<file path="src/rtl/nfc_flash_defs.sv">
// Shared NAND flash definitions: state encodings, command codes and the status byte format.
// Used by both this responder and the flash controller.
package nfc_flash_defs;

   localparam int COL_W = 5;
   localparam int ROW_W = 16;

   typedef enum logic [3:0] {
      ST_IDLE      = 4'd0,
      ST_RD_ADDR   = 4'd1,
      ST_RD_WAIT30 = 4'd2,
      ST_RD_BUSY   = 4'd3,
      ST_RD_OUT    = 4'd4,
      ST_PG_ADDR   = 4'd5,
      ST_PG_DATA   = 4'd6,
      ST_PG_BUSY   = 4'd7,
      ST_RST_BUSY  = 4'd8
   } nfc_state_t;

   localparam logic [7:0] CMD_READ    = 8'h00;
   localparam logic [7:0] CMD_READ_GO = 8'h30;
   localparam logic [7:0] CMD_PROG    = 8'h80;
   localparam logic [7:0] CMD_PROG_GO = 8'h10;
   localparam logic [7:0] CMD_STATUS  = 8'h70;
   localparam logic [7:0] CMD_RESET   = 8'hFF;

   function automatic logic [7:0] status_byte(input logic ready);
      return {1'b0, ready, 6'b000000};
   endfunction

endpackage

</file>
<file path="src/rtl/nfc_strobe_sync.sv">
// Registers the flash bus and strobes, then decodes WE# rising edges into command,
// address and data latch events using the registered bus values.
module nfc_strobe_sync (
   input  logic       clk,
   input  logic       rst,
   input  logic [7:0] io_in,
   input  logic       cle,
   input  logic       ale,
   input  logic       wen,
   input  logic       ren,
   output logic [7:0] io_s,
   output logic       cmd_s,
   output logic       addr_s,
   output logic       data_s,
   output logic       ren_rise_s
);

   logic [7:0] io_r;
   logic       cle_r;
   logic       ale_r;
   logic       wen_r;
   logic       ren_r;
   logic       latch_s;

   // one-cycle history of the controller-driven pins
   always_ff @(posedge clk or negedge rst) begin
      if (!rst) begin
         io_r  <= 8'h00;
         cle_r <= 1'b0;
         ale_r <= 1'b0;
         wen_r <= 1'b1;
         ren_r <= 1'b1;
      end else begin
         io_r  <= io_in;
         cle_r <= cle;
         ale_r <= ale;
         wen_r <= wen;
         ren_r <= ren;
      end
   end

   assign latch_s    = !wen_r && wen;
   assign io_s       = io_r;
   assign cmd_s      = latch_s &&  cle_r && !ale_r;
   assign addr_s     = latch_s && !cle_r &&  ale_r;
   assign data_s     = latch_s && !cle_r && !ale_r;
   assign ren_rise_s = !ren_r && ren;

endmodule

</file>
<file path="src/rtl/nand_flash_responder.sv">
// Behavioural NAND flash device: page read (00h/30h), page program (80h/10h), status (70h)
// and reset (FFh), backed by an external byte-wide array through a one-page buffer.
module nand_flash_responder
   import nfc_flash_defs::*;
#(
   parameter int PAGE_BYTES   = 32,
   parameter int BUSY_EXTRA   = 4,
   parameter int RESET_CYCLES = 8
) (
   input  logic                   clk,
   input  logic                   rst,
   input  logic [7:0]             F_IO_in,
   output logic [7:0]             F_IO_out,
   output logic                   F_IO_oe,
   input  logic                   F_CLE,
   input  logic                   F_ALE,
   input  logic                   F_WEN,
   input  logic                   F_REN,
   output logic                   F_RB,
   output logic [ROW_W+COL_W-1:0] mem_addr,
   output logic [7:0]             mem_wdata,
   output logic                   mem_we,
   output logic                   mem_re,
   input  logic [7:0]             mem_rdata
);

   localparam logic [7:0] LAST_COL = 8'(PAGE_BYTES - 1);
   localparam logic [7:0] RD_DONE  = 8'(PAGE_BYTES + BUSY_EXTRA);
   localparam logic [7:0] PG_DONE  = 8'(PAGE_BYTES - 1 + BUSY_EXTRA);
   localparam logic [7:0] RST_DONE = 8'(RESET_CYCLES - 1);

   nfc_state_t             state_r;
   logic                   rb_r;
   logic                   status_r;
   logic                   oe_r;
   logic [7:0]             out_r;
   logic [7:0]             cnt_r;
   logic [1:0]             addr_idx_r;
   logic [COL_W-1:0]       col_r;
   logic [ROW_W-1:0]       row_r;
   logic [ROW_W+COL_W-1:0] mem_addr_r;
   logic [7:0]             mem_wdata_r;
   logic                   mem_we_r;
   logic                   mem_re_r;
   logic                   re_d_r;
   logic [COL_W-1:0]       cap_col_r;
   logic [7:0]             page_r [PAGE_BYTES];

   logic [7:0]       io_s;
   logic             cmd_s;
   logic             addr_s;
   logic             data_s;
   logic             ren_rise_s;
   logic [COL_W-1:0] next_col_s;
   logic             fill_s;
   logic             wr_s;
   logic             cap_s;

   nfc_strobe_sync u_sync (
      .clk        (clk),
      .rst        (rst),
      .io_in      (F_IO_in),
      .cle        (F_CLE),
      .ale        (F_ALE),
      .wen        (F_WEN),
      .ren        (F_REN),
      .io_s       (io_s),
      .cmd_s      (cmd_s),
      .addr_s     (addr_s),
      .data_s     (data_s),
      .ren_rise_s (ren_rise_s)
   );

   assign next_col_s = cnt_r[COL_W-1:0] + 5'd1;
   assign fill_s = cmd_s && rb_r && (io_s == CMD_PROG) &&
                   ((state_r == ST_IDLE) || (state_r == ST_RD_OUT));
   assign wr_s   = data_s && rb_r && (state_r == ST_PG_DATA);
   assign cap_s  = re_d_r && (state_r == ST_RD_BUSY);

   // page buffer: FFh fill on 80h, controller data bytes, array read capture
   always_ff @(posedge clk) begin
      if (fill_s) begin
         for (int i = 0; i < PAGE_BYTES; i++) page_r[i] <= 8'hFF;
      end else if (wr_s) begin
         page_r[col_r] <= io_s;
      end else if (cap_s) begin
         page_r[cap_col_r] <= mem_rdata;
      end
   end

   // operation sequencer with registered bus, ready/busy and array outputs
   always_ff @(posedge clk or negedge rst) begin
      if (!rst) begin
         state_r     <= ST_IDLE;
         rb_r        <= 1'b1;
         status_r    <= 1'b0;
         oe_r        <= 1'b0;
         out_r       <= 8'h00;
         cnt_r       <= 8'd0;
         addr_idx_r  <= 2'd0;
         col_r       <= 5'd0;
         row_r       <= 16'd0;
         mem_addr_r  <= 21'd0;
         mem_wdata_r <= 8'h00;
         mem_we_r    <= 1'b0;
         mem_re_r    <= 1'b0;
         re_d_r      <= 1'b0;
         cap_col_r   <= 5'd0;
      end else begin
         mem_we_r  <= 1'b0;
         mem_re_r  <= 1'b0;
         re_d_r    <= mem_re_r;
         cap_col_r <= mem_addr_r[COL_W-1:0];

         case (state_r)
            ST_RD_BUSY: begin
               mem_re_r                   <= (cnt_r < LAST_COL);
               mem_addr_r[COL_W-1:0]      <= next_col_s;
               if (cnt_r == RD_DONE) begin
                  state_r <= ST_RD_OUT;
                  rb_r    <= 1'b1;
               end else begin
                  cnt_r <= cnt_r + 8'd1;
               end
            end
            ST_PG_BUSY: begin
               mem_we_r              <= (cnt_r < LAST_COL);
               mem_addr_r[COL_W-1:0] <= next_col_s;
               mem_wdata_r           <= page_r[next_col_s];
               if (cnt_r == PG_DONE) begin
                  state_r <= ST_IDLE;
                  rb_r    <= 1'b1;
               end else begin
                  cnt_r <= cnt_r + 8'd1;
               end
            end
            ST_RST_BUSY: begin
               if (cnt_r == RST_DONE) begin
                  state_r <= ST_IDLE;
                  rb_r    <= 1'b1;
               end else begin
                  cnt_r <= cnt_r + 8'd1;
               end
            end
            ST_RD_OUT: begin
               if (ren_rise_s && !status_r) col_r <= col_r + 5'd1;
            end
            default: ;
         endcase

         // address cycles: column, row low, row high; later bytes fall on a state that ignores them
         if (addr_s && rb_r && ((state_r == ST_RD_ADDR) || (state_r == ST_PG_ADDR))) begin
            addr_idx_r <= addr_idx_r + 2'd1;
            case (addr_idx_r)
               2'd0:    col_r       <= io_s[COL_W-1:0];
               2'd1:    row_r[7:0]  <= io_s;
               default: begin
                  row_r[15:8] <= io_s;
                  state_r     <= (state_r == ST_RD_ADDR) ? ST_RD_WAIT30 : ST_PG_DATA;
               end
            endcase
         end

         if (wr_s) col_r <= col_r + 5'd1;

         // while busy only status and reset are honoured
         if (cmd_s && (rb_r || (io_s == CMD_STATUS) || (io_s == CMD_RESET))) begin
            status_r <= (io_s == CMD_STATUS);
            case (io_s)
               CMD_READ, CMD_PROG: begin
                  addr_idx_r <= 2'd0;
                  if ((state_r == ST_IDLE) || (state_r == ST_RD_OUT))
                     state_r <= (io_s == CMD_READ) ? ST_RD_ADDR : ST_PG_ADDR;
                  else
                     state_r <= ST_IDLE;
               end
               CMD_READ_GO: begin
                  if (state_r == ST_RD_WAIT30) begin
                     state_r    <= ST_RD_BUSY;
                     rb_r       <= 1'b0;
                     cnt_r      <= 8'd0;
                     mem_re_r   <= 1'b1;
                     mem_addr_r <= {row_r, 5'd0};
                  end else begin
                     state_r <= ST_IDLE;
                  end
               end
               CMD_PROG_GO: begin
                  if (state_r == ST_PG_DATA) begin
                     state_r     <= ST_PG_BUSY;
                     rb_r        <= 1'b0;
                     cnt_r       <= 8'd0;
                     mem_we_r    <= 1'b1;
                     mem_addr_r  <= {row_r, 5'd0};
                     mem_wdata_r <= page_r[0];
                  end else begin
                     state_r <= ST_IDLE;
                  end
               end
               CMD_STATUS: ;
               CMD_RESET: begin
                  state_r  <= ST_RST_BUSY;
                  rb_r     <= 1'b0;
                  cnt_r    <= 8'd0;
                  mem_we_r <= 1'b0;
                  mem_re_r <= 1'b0;
               end
               default: state_r <= ST_IDLE;
            endcase
         end

         oe_r  <= status_r || (state_r == ST_RD_OUT);
         out_r <= status_r ? status_byte(rb_r) :
                  ((state_r == ST_RD_OUT) ? page_r[col_r] : 8'h00);
      end
   end

   // the bus is released immediately on RE# high or a RE#/WE# conflict
   assign F_IO_oe   = oe_r && !F_REN && F_WEN;
   assign F_IO_out  = out_r;
   assign F_RB      = rb_r;
   assign mem_addr  = mem_addr_r;
   assign mem_wdata = mem_wdata_r;
   assign mem_we    = mem_we_r;
   assign mem_re    = mem_re_r;

endmodule

</file>
<file path="config.mk">
export PLATFORM = sky130hd
export DESIGN_NAME = nand_flash_responder
export DESIGN_NICKNAME = d
export VERILOG_FILES = /design/src/rtl/nfc_flash_defs.sv /design/src/rtl/nfc_strobe_sync.sv /design/src/rtl/nand_flash_responder.sv
export SDC_FILE = /design/constraint.sdc
export NUM_CORES = 1
export LEC_CHECK = 0
export ABC_CLOCK_PERIOD_IN_PS = 2500
export CORE_MARGIN = 2
export CORE_UTILIZATION = 45
export CTS_CLUSTER_DIAMETER = 60
export CTS_CLUSTER_SIZE = 30
export DETAILED_ROUTE_END_ITERATION = 8
export GPL_TIMING_DRIVEN = 0
export PLACE_DENSITY = 0.62
export SYNTH_ARGS = -nofsm -noshare
export SYNTH_HDL_FRONTEND = slang
export SYNTH_SLANG_ARGS = --single-unit
</file>
<file path="constraint.sdc">
create_clock -name clk -period 2.5 [get_ports clk]
set_input_delay 0.75 -clock clk [delete_from_list [all_inputs] [get_ports clk]]
set_output_delay 0.75 -clock clk [all_outputs]
set_load 0.005 [all_outputs]
</file>
=== Word level (Yosys, flattened, before mapping) ===
Memory sizes are Yosys's and may differ from the RTL's.
Cells that the tools add are included.

* Bits in registers: 95
* RAM bits: 256
* Output and inout bits: 41
* Word-level logic and storage cells: 161
* Memories: 1

* $add $sub $neg: 4
* $lt $le $gt $ge: 1
* Equality and inequality tests: 19
* Muxes and demuxes: 71
* Bitwise operators: 1
* Reduce and logical (&&, ||, !) cells: 42

{| class="wikitable"
|+ Memory list
! memory !! words !! bits a word !! read ports !! clocked after memory_dff !! wr ports !! line !! text
|-
| page_r || 32 || 8 || 3 || 0 || 32 || nand_flash_responder.sv:47 || <nowiki>logic [7:0] page_r [PAGE_BYTES];</nowiki>
|}

{| class="wikitable"
|+ Operators with widths
! kind !! number
|-
| 2-to-1 mux 8 bit || 14
|-
| one-hot mux 8 bit (3 select lines) || 2
|-
| 2-to-1 mux 5 bit || 9
|-
| 2-to-1 mux 21 bit || 2
|-
| one-hot mux 21 bit (2 select lines) || 1
|-
| == test 8 x 6 -> 1 bit (second input constant) || 3
|-
| 2-to-1 mux 4 bit || 6
|-
| 2-to-1 mux 1 bit || 23
|-
| one-hot mux 4 bit (5 select lines) || 1
|-
| logical AND 1 bit || 19
|-
| == test 4 x 3 -> 1 bit (second input constant) || 4
|-
| == test 8 bit (second input constant) || 2
|-
| OR reduction 8 bit || 2
|-
| 2-to-1 mux 3 bit || 4
|-
| one-hot mux 4 bit (3 select lines) || 1
|-
| adder 5 x 1 -> 5 bit (second input constant) || 2
|-
| adder 8 x 1 -> 8 bit (second input constant) || 1
|-
| == test 4 x 2 -> 1 bit (second input constant) || 2
|-
| == test 8 x 3 -> 1 bit (second input constant) || 1
|-
| == test 8 x 5 -> 1 bit (second input constant) || 1
|-
| == test 8 x 7 -> 1 bit (second input constant) || 1
|-
| zero test 8 bit || 1
|-
| < comparator 8 x 5 -> 1 bit (second input constant) || 1
|-
| 2-to-1 mux 2 bit || 4
|-
| other kinds (16) || 31
|}

=== Depth between registers and ports, before layout ===
* Depth in word-level cells: 12
* Depth in mapped cells: 12

=== Cells and area by module ===
A second synthesis with hierarchy kept.

* Cells, all modules: 1,365
* Area total of the unflattened synthesis: 17,735.8 sq um

{| class="wikitable"
|+ By module, submodules not included
! module !! times used !! cells each !! area each (sq um)
|-
| nand_flash_responder || 1 || 1,349 || 17,386.7
|-
| nfc_strobe_sync || 1 || 16 || 349.1
|}

=== Worst setup path after synthesis ===
Ideal clock, no wire load.

* Path kind: register to register
* Start: reg cnt_r[0]
* End: reg mem_wdata_r[2], in the netlist mem_wdata[2]
* Library setup time: 0.137 ns
* Data arrival time: 2.567 ns
* Data required time: 2.363 ns
* Slack: -0.204 ns
* Stages on the path, launching flop included: 13
* Buffers on the path: 5
* Period minus slack after synthesis: 2.704 ns
* Cell sequence: dfrtp_1 buf_2 inv_1 clkbuf_1 ha_1 buf_4 buf_2 buf_4 mux4_2 mux2i_1 a32oi_1 a32oi_1 a21oi_1

* Word-level cells in the longest chain between the ends: 6

{| class="wikitable"
|+ RTL lines
! item !! line !! text
|-
| start, declared || nand_flash_responder.sv:37 || <nowiki>logic [7:0] cnt_r;</nowiki>
|-
| start signal, assigned || nand_flash_responder.sv:123 || <nowiki>cnt_r <= cnt_r + 8'd1;</nowiki>
|-
| start signal, assigned || nand_flash_responder.sv:134 || <nowiki>cnt_r <= cnt_r + 8'd1;</nowiki>
|-
| start signal, assigned || nand_flash_responder.sv:142 || <nowiki>cnt_r <= cnt_r + 8'd1;</nowiki>
|-
| adder 5 x 1 -> 5 bit * || nand_flash_responder.sv:74 || <nowiki>assign next_col_s = cnt_r[COL_W-1:0] + 5'd1;</nowiki>
|-
| memory read (32 x 8 bit) * || - ||
|-
| 2-to-1 mux 8 bit * || nand_flash_responder.sv:115 || <nowiki>case (state_r)</nowiki>
|-
| 2-to-1 mux 8 bit || nand_flash_responder.sv:189 || <nowiki>if (state_r == ST_PG_DATA) begin</nowiki>
|-
| 2-to-1 mux 8 bit || nand_flash_responder.sv:169 || <nowiki>case (io_s)</nowiki>
|-
| 2-to-1 mux 8 bit * || nand_flash_responder.sv:167 || <nowiki>if (cmd_s && (rb_r || (io_s == CMD_STATUS) || (io_s == CMD_RESET))) begin</nowiki>
|-
| end signal, assigned || nand_flash_responder.sv:129 || <nowiki>mem_wdata_r <= page_r[next_col_s];</nowiki>
|-
| end signal, assigned || nand_flash_responder.sv:195 || <nowiki>mem_wdata_r <= page_r[0];</nowiki>
|-
| end, declared || nand_flash_responder.sv:42 || <nowiki>logic [7:0] mem_wdata_r;</nowiki>
|}

Mark *: on every way between the ends. The rest lies on a longest branch, timed or not.
A chain may end at the register's enable or synchronous reset.

=== Worst setup path in the final report ===
* Start: reg cnt_r[0]
* End: reg mem_wdata_r[1], in the netlist mem_wdata[1]

Same word-level chain as after synthesis.

==> impl_results.md <==
* Leak at 8.28 nW
* Final setup viols at 30
* PortBufs at 62
* Async SR Flop Fraction at 27.1%
* Global routing's busiest layer: met2
* Ys flop type: edfxtp_1
* Worst Max-Slew Pin Slew at 0.842 ns
* Worst path required time at 2.90 ns
* Max Cap Violations at 0
* Syn nets at 1372
* Cell area after placement at 19300 um2
* CTS tree: done
* First-pass GRT wire length at 86600 um
* Clk Latency, worst-skew pair at 0.56 ns
* Initial Util at 45.4%
* Router iterations before antenna repair at 5
* YS warnings at 0
* R2r setup slk at -0.15 ns
* Clk slew on worst S/H paths at 0.07 ns
* Critical path data arrival time at 3.04 ns
* Status: finished with violations
* Fill cell total of the finished layout at 3064
* Worst-path maximum fanout at 5
* M1 GR Usage at 38.6%
* Post-Syn Instances at 1345
* H-Tree Level Count at 2
* Hold Vio Cnt, Final at 0
* Core area at 39500 um2
* WL per Instance at 28.6 um
* Via count at 13100
* Setup crit end kind: flip-flop
* Remaining Overflow, GRT at 0
* Synthesized flop and latch total at 351
* Tmin final at 2.65 ns
* Worst hold path class: input port to async pin
* Max IR drop VDD at 0.740 mV
* Min Hold Slack at 0.215 ns
* Max clock buf depth at 3
* R2R cell count at 11
* Met3 usage at 7.21%
* GPL Wtd Cong at 0.916
* Setup WS post-layout at -0.147 ns
* Failing checks: setup timing
* Critical R2R Launch: cnt_r[0]
* Sink Count at 351
* Total CTS buffers at 34
* Net count reported at finish at 1560
* Vias per cell at 6.28
* IO Count at 63
* Synth Cell Area at 18000 um2
* Fraction of layout cells with a size suffix above 1 at 36.9%
* Post-Route WL at 59700 um
* Drt drc at 0
* Setup TNS at -1.17 ns
* Mean Syn Cell Area at 13.4 um2
* Design area at 22600 um2
* Met2 usage at 45.2%
* DRT iter0 DRCs at 1472
* CTS root buf: clkbuf_16
* Die area at 41500 um2
* Initial antenna violation count at 0
* Sequential area share after synthesis at 56.0%
* Rel. slew slack at 43.7%
* Reg2reg end: mem_wdata[1]
* DP HPWL at 42000 um
* Setup crit start kind: flip-flop
* Tot Pwr at 20.3 mW
* Area delta synth->final at 26.0%
* Die W at 204 um
* Fmax at 0.378 GHz
* GRT Util Overall at 29.0%
* Number of global-route vias before repair at 12900
* Ant. Diodes at 0
* Largest net degree at the start of global routing at 53
* Worst clock skew at 0.0258 ns
* Period utilization at 106%
* PD cells at 897 nW/um2
* Final Max Slew Viols at 0
* Hold buffer count at CTS at 0
* Unique masters post-synth at 69
* RSZ-0062 raised after global routing: true
* Die H at 204 um
* Row count at 73
* Worst Setup Path Type: flip-flop to flip-flop
* Post-synth EDFFs at 256
* Remaining antenna violation count at 0
-- metal layers --
metal  wire length, um  vias to the layer above  part of all wire, %
met5                 0                        -                    0
met4              3230                        0                  5.4
met3              6230                      175                   10
met2             27700                      866                   46
met1             22500                     6615                   38
li1                  -                     5426                    -
-- placed cells by master (no fill, tap or decap), drive strengths merged, types with 13 or more instances in the layout --
cell type / synthesis / routed
buf: 94 / 184
and3: 28 / 28
clkinv: 0 / 13
nor2: 73 / 73
mux2i: 23 / 23
nor3: 13 / 13
nand2: 330 / 330
mux2: 33 / 33
a31oi: 14 / 14
a32oi: 14 / 14
o21ai: 30 / 30
edfxtp: 256 / 256
clkbuf: 20 / 62
clkdlybuf4s50: 0 / 59
nand3: 24 / 24
or2: 29 / 29
dfrtp: 92 / 92
a21oi: 28 / 28
mux4: 144 / 144
-- area by class of cell --
class | count | area (um2) | share of cell area [%]
Timing Repair Buffer | 160 | 1610 | 7.10
Clock inverter | 22 | 248 | 1.09
Multi-Input combinational cell | 873 | 8030 | 35.5
Inverter | 7 | 33.8 | 0.149
Sequential cell | 351 | 10100 | 44.5
Buffer | 106 | 1030 | 4.54
Tap cell | 525 | 657 | 2.90
Clock buffer | 40 | 958 | 4.23
-- worst max-delay path by stage --
stage | start | end | slack (ns) | depth (start not counted)
2_1_floorplan | F_WEN | page_r[10][0] | -0.12 | 4
3_3_place_gp | rst | F_IO_out[0] | -3.02 | 1
3_5_place_dp | cnt_r[0] | mem_wdata[1] | -1.43 | 12
4_1_cts | cnt_r[0] | mem_wdata[1] | -0.15 | 12
5_1_grt | cnt_r[0] | mem_wdata[1] | -0.20 | 11
6_report | cnt_r[0] | mem_wdata[1] | -0.15 | 11
-- logic make-up after synthesis --
| family | Yosys count | share of synthesized area, % |
|---|---|---|
| AND/OR/NAND/NOR | 544 | 13.7 |
| buffers and inverters | 121 | 3.61 |
| multiplexers | 200 | 21.5 |
| adder cells (fa/ha/maj) | 5 | 0.348 |
| flip-flops | 351 | 56.0 |
| AO/OA/AOI/OAI | 115 | 4.19 |
| XOR/XNOR | 9 | 0.543 |
-- power breakdown --
part,internal (mW),switching [mW],total (mW)
Combinational,3.59,4.41,8.01
Sequential,6.45,0.298,6.75
Clock,2.98,2.58,5.56
Total,13.0,7.29,20.3
-- critical path, stage by stage, from the launching register on --
cell and delay [ns]:
dfrtp_1 0.38, buf_8 0.11, clkinvlp_4 0.12, ha_4 0.35, buf_12 0.13, buf_12 0.12
buf_12 0.12, mux4_2 0.38, mux2i_4 0.30, a32oi_2 0.12, a32oi_1 0.24, a21oi_1 0.09
-- registers in the layout, indices dropped and copies added (netlist names), 2 cells and up --
name	cells
mem_wdata	8
state_r	4
col_r	5
cap_col_r	5
row_r	16
cnt_r	8
page_r	256
F_IO_out	8
u_sync.io_s	8
mem_addr	21
addr_idx_r	2
-- cells in the mapped netlist (4+ instances only) --
master	n	area, um2
mux2_4	6	90.1
a31oi_1	14	87.6
nor2b_1	6	37.5
nand2_1	330	1240
buf_1	4	15.0
clkbuf_1	20	75.1
or2_2	5	31.3
nand3_1	24	120
mux4_2	144	3240
buf_4	28	210
dfrtp_1	92	2300
inv_1	7	26.3
ha_1	5	62.6
edfxtp_1	256	7690
o21ai_1	7	35.0
a32oi_1	14	123
o21ai_0	23	115
nor2_2	9	56.3
nor2_1	64	240
mux2i_1	23	230
a21oi_1	27	135
and3_1	28	175
buf_2	60	300
a22oi_1	4	30.0
mux2_2	27	304
nand2b_1	9	56.3
nor3_1	12	60.1
nand4_1	4	25.0
or2_1	24	150
xnor2_1	6	52.6
-- through the flow --
stage / instances / util [%] / setup WS (ns)
3_3_place_gp: 1932 / 48.7 / -3.02
6_report: 2084 / 57.3 / -0.147
3_5_place_dp: 1935 / 48.8 / -1.43
2_1_floorplan: 1345 / - / -0.119
4_1_cts: 2063 / 56.0 / -0.148
5_1_grt: 2084 / 57.3 / -0.197
-- what timing repair did --
item                       in CTS  in global routing
resized for setup             252                 87
pin swaps                      54                 56
hold endpoints to repair        0                  0
setup endpoints to repair     541                508
setup buffers                  65                 26
gates cloned                    2                  2
Note: power is estimated with default switching activity, not from simulation.
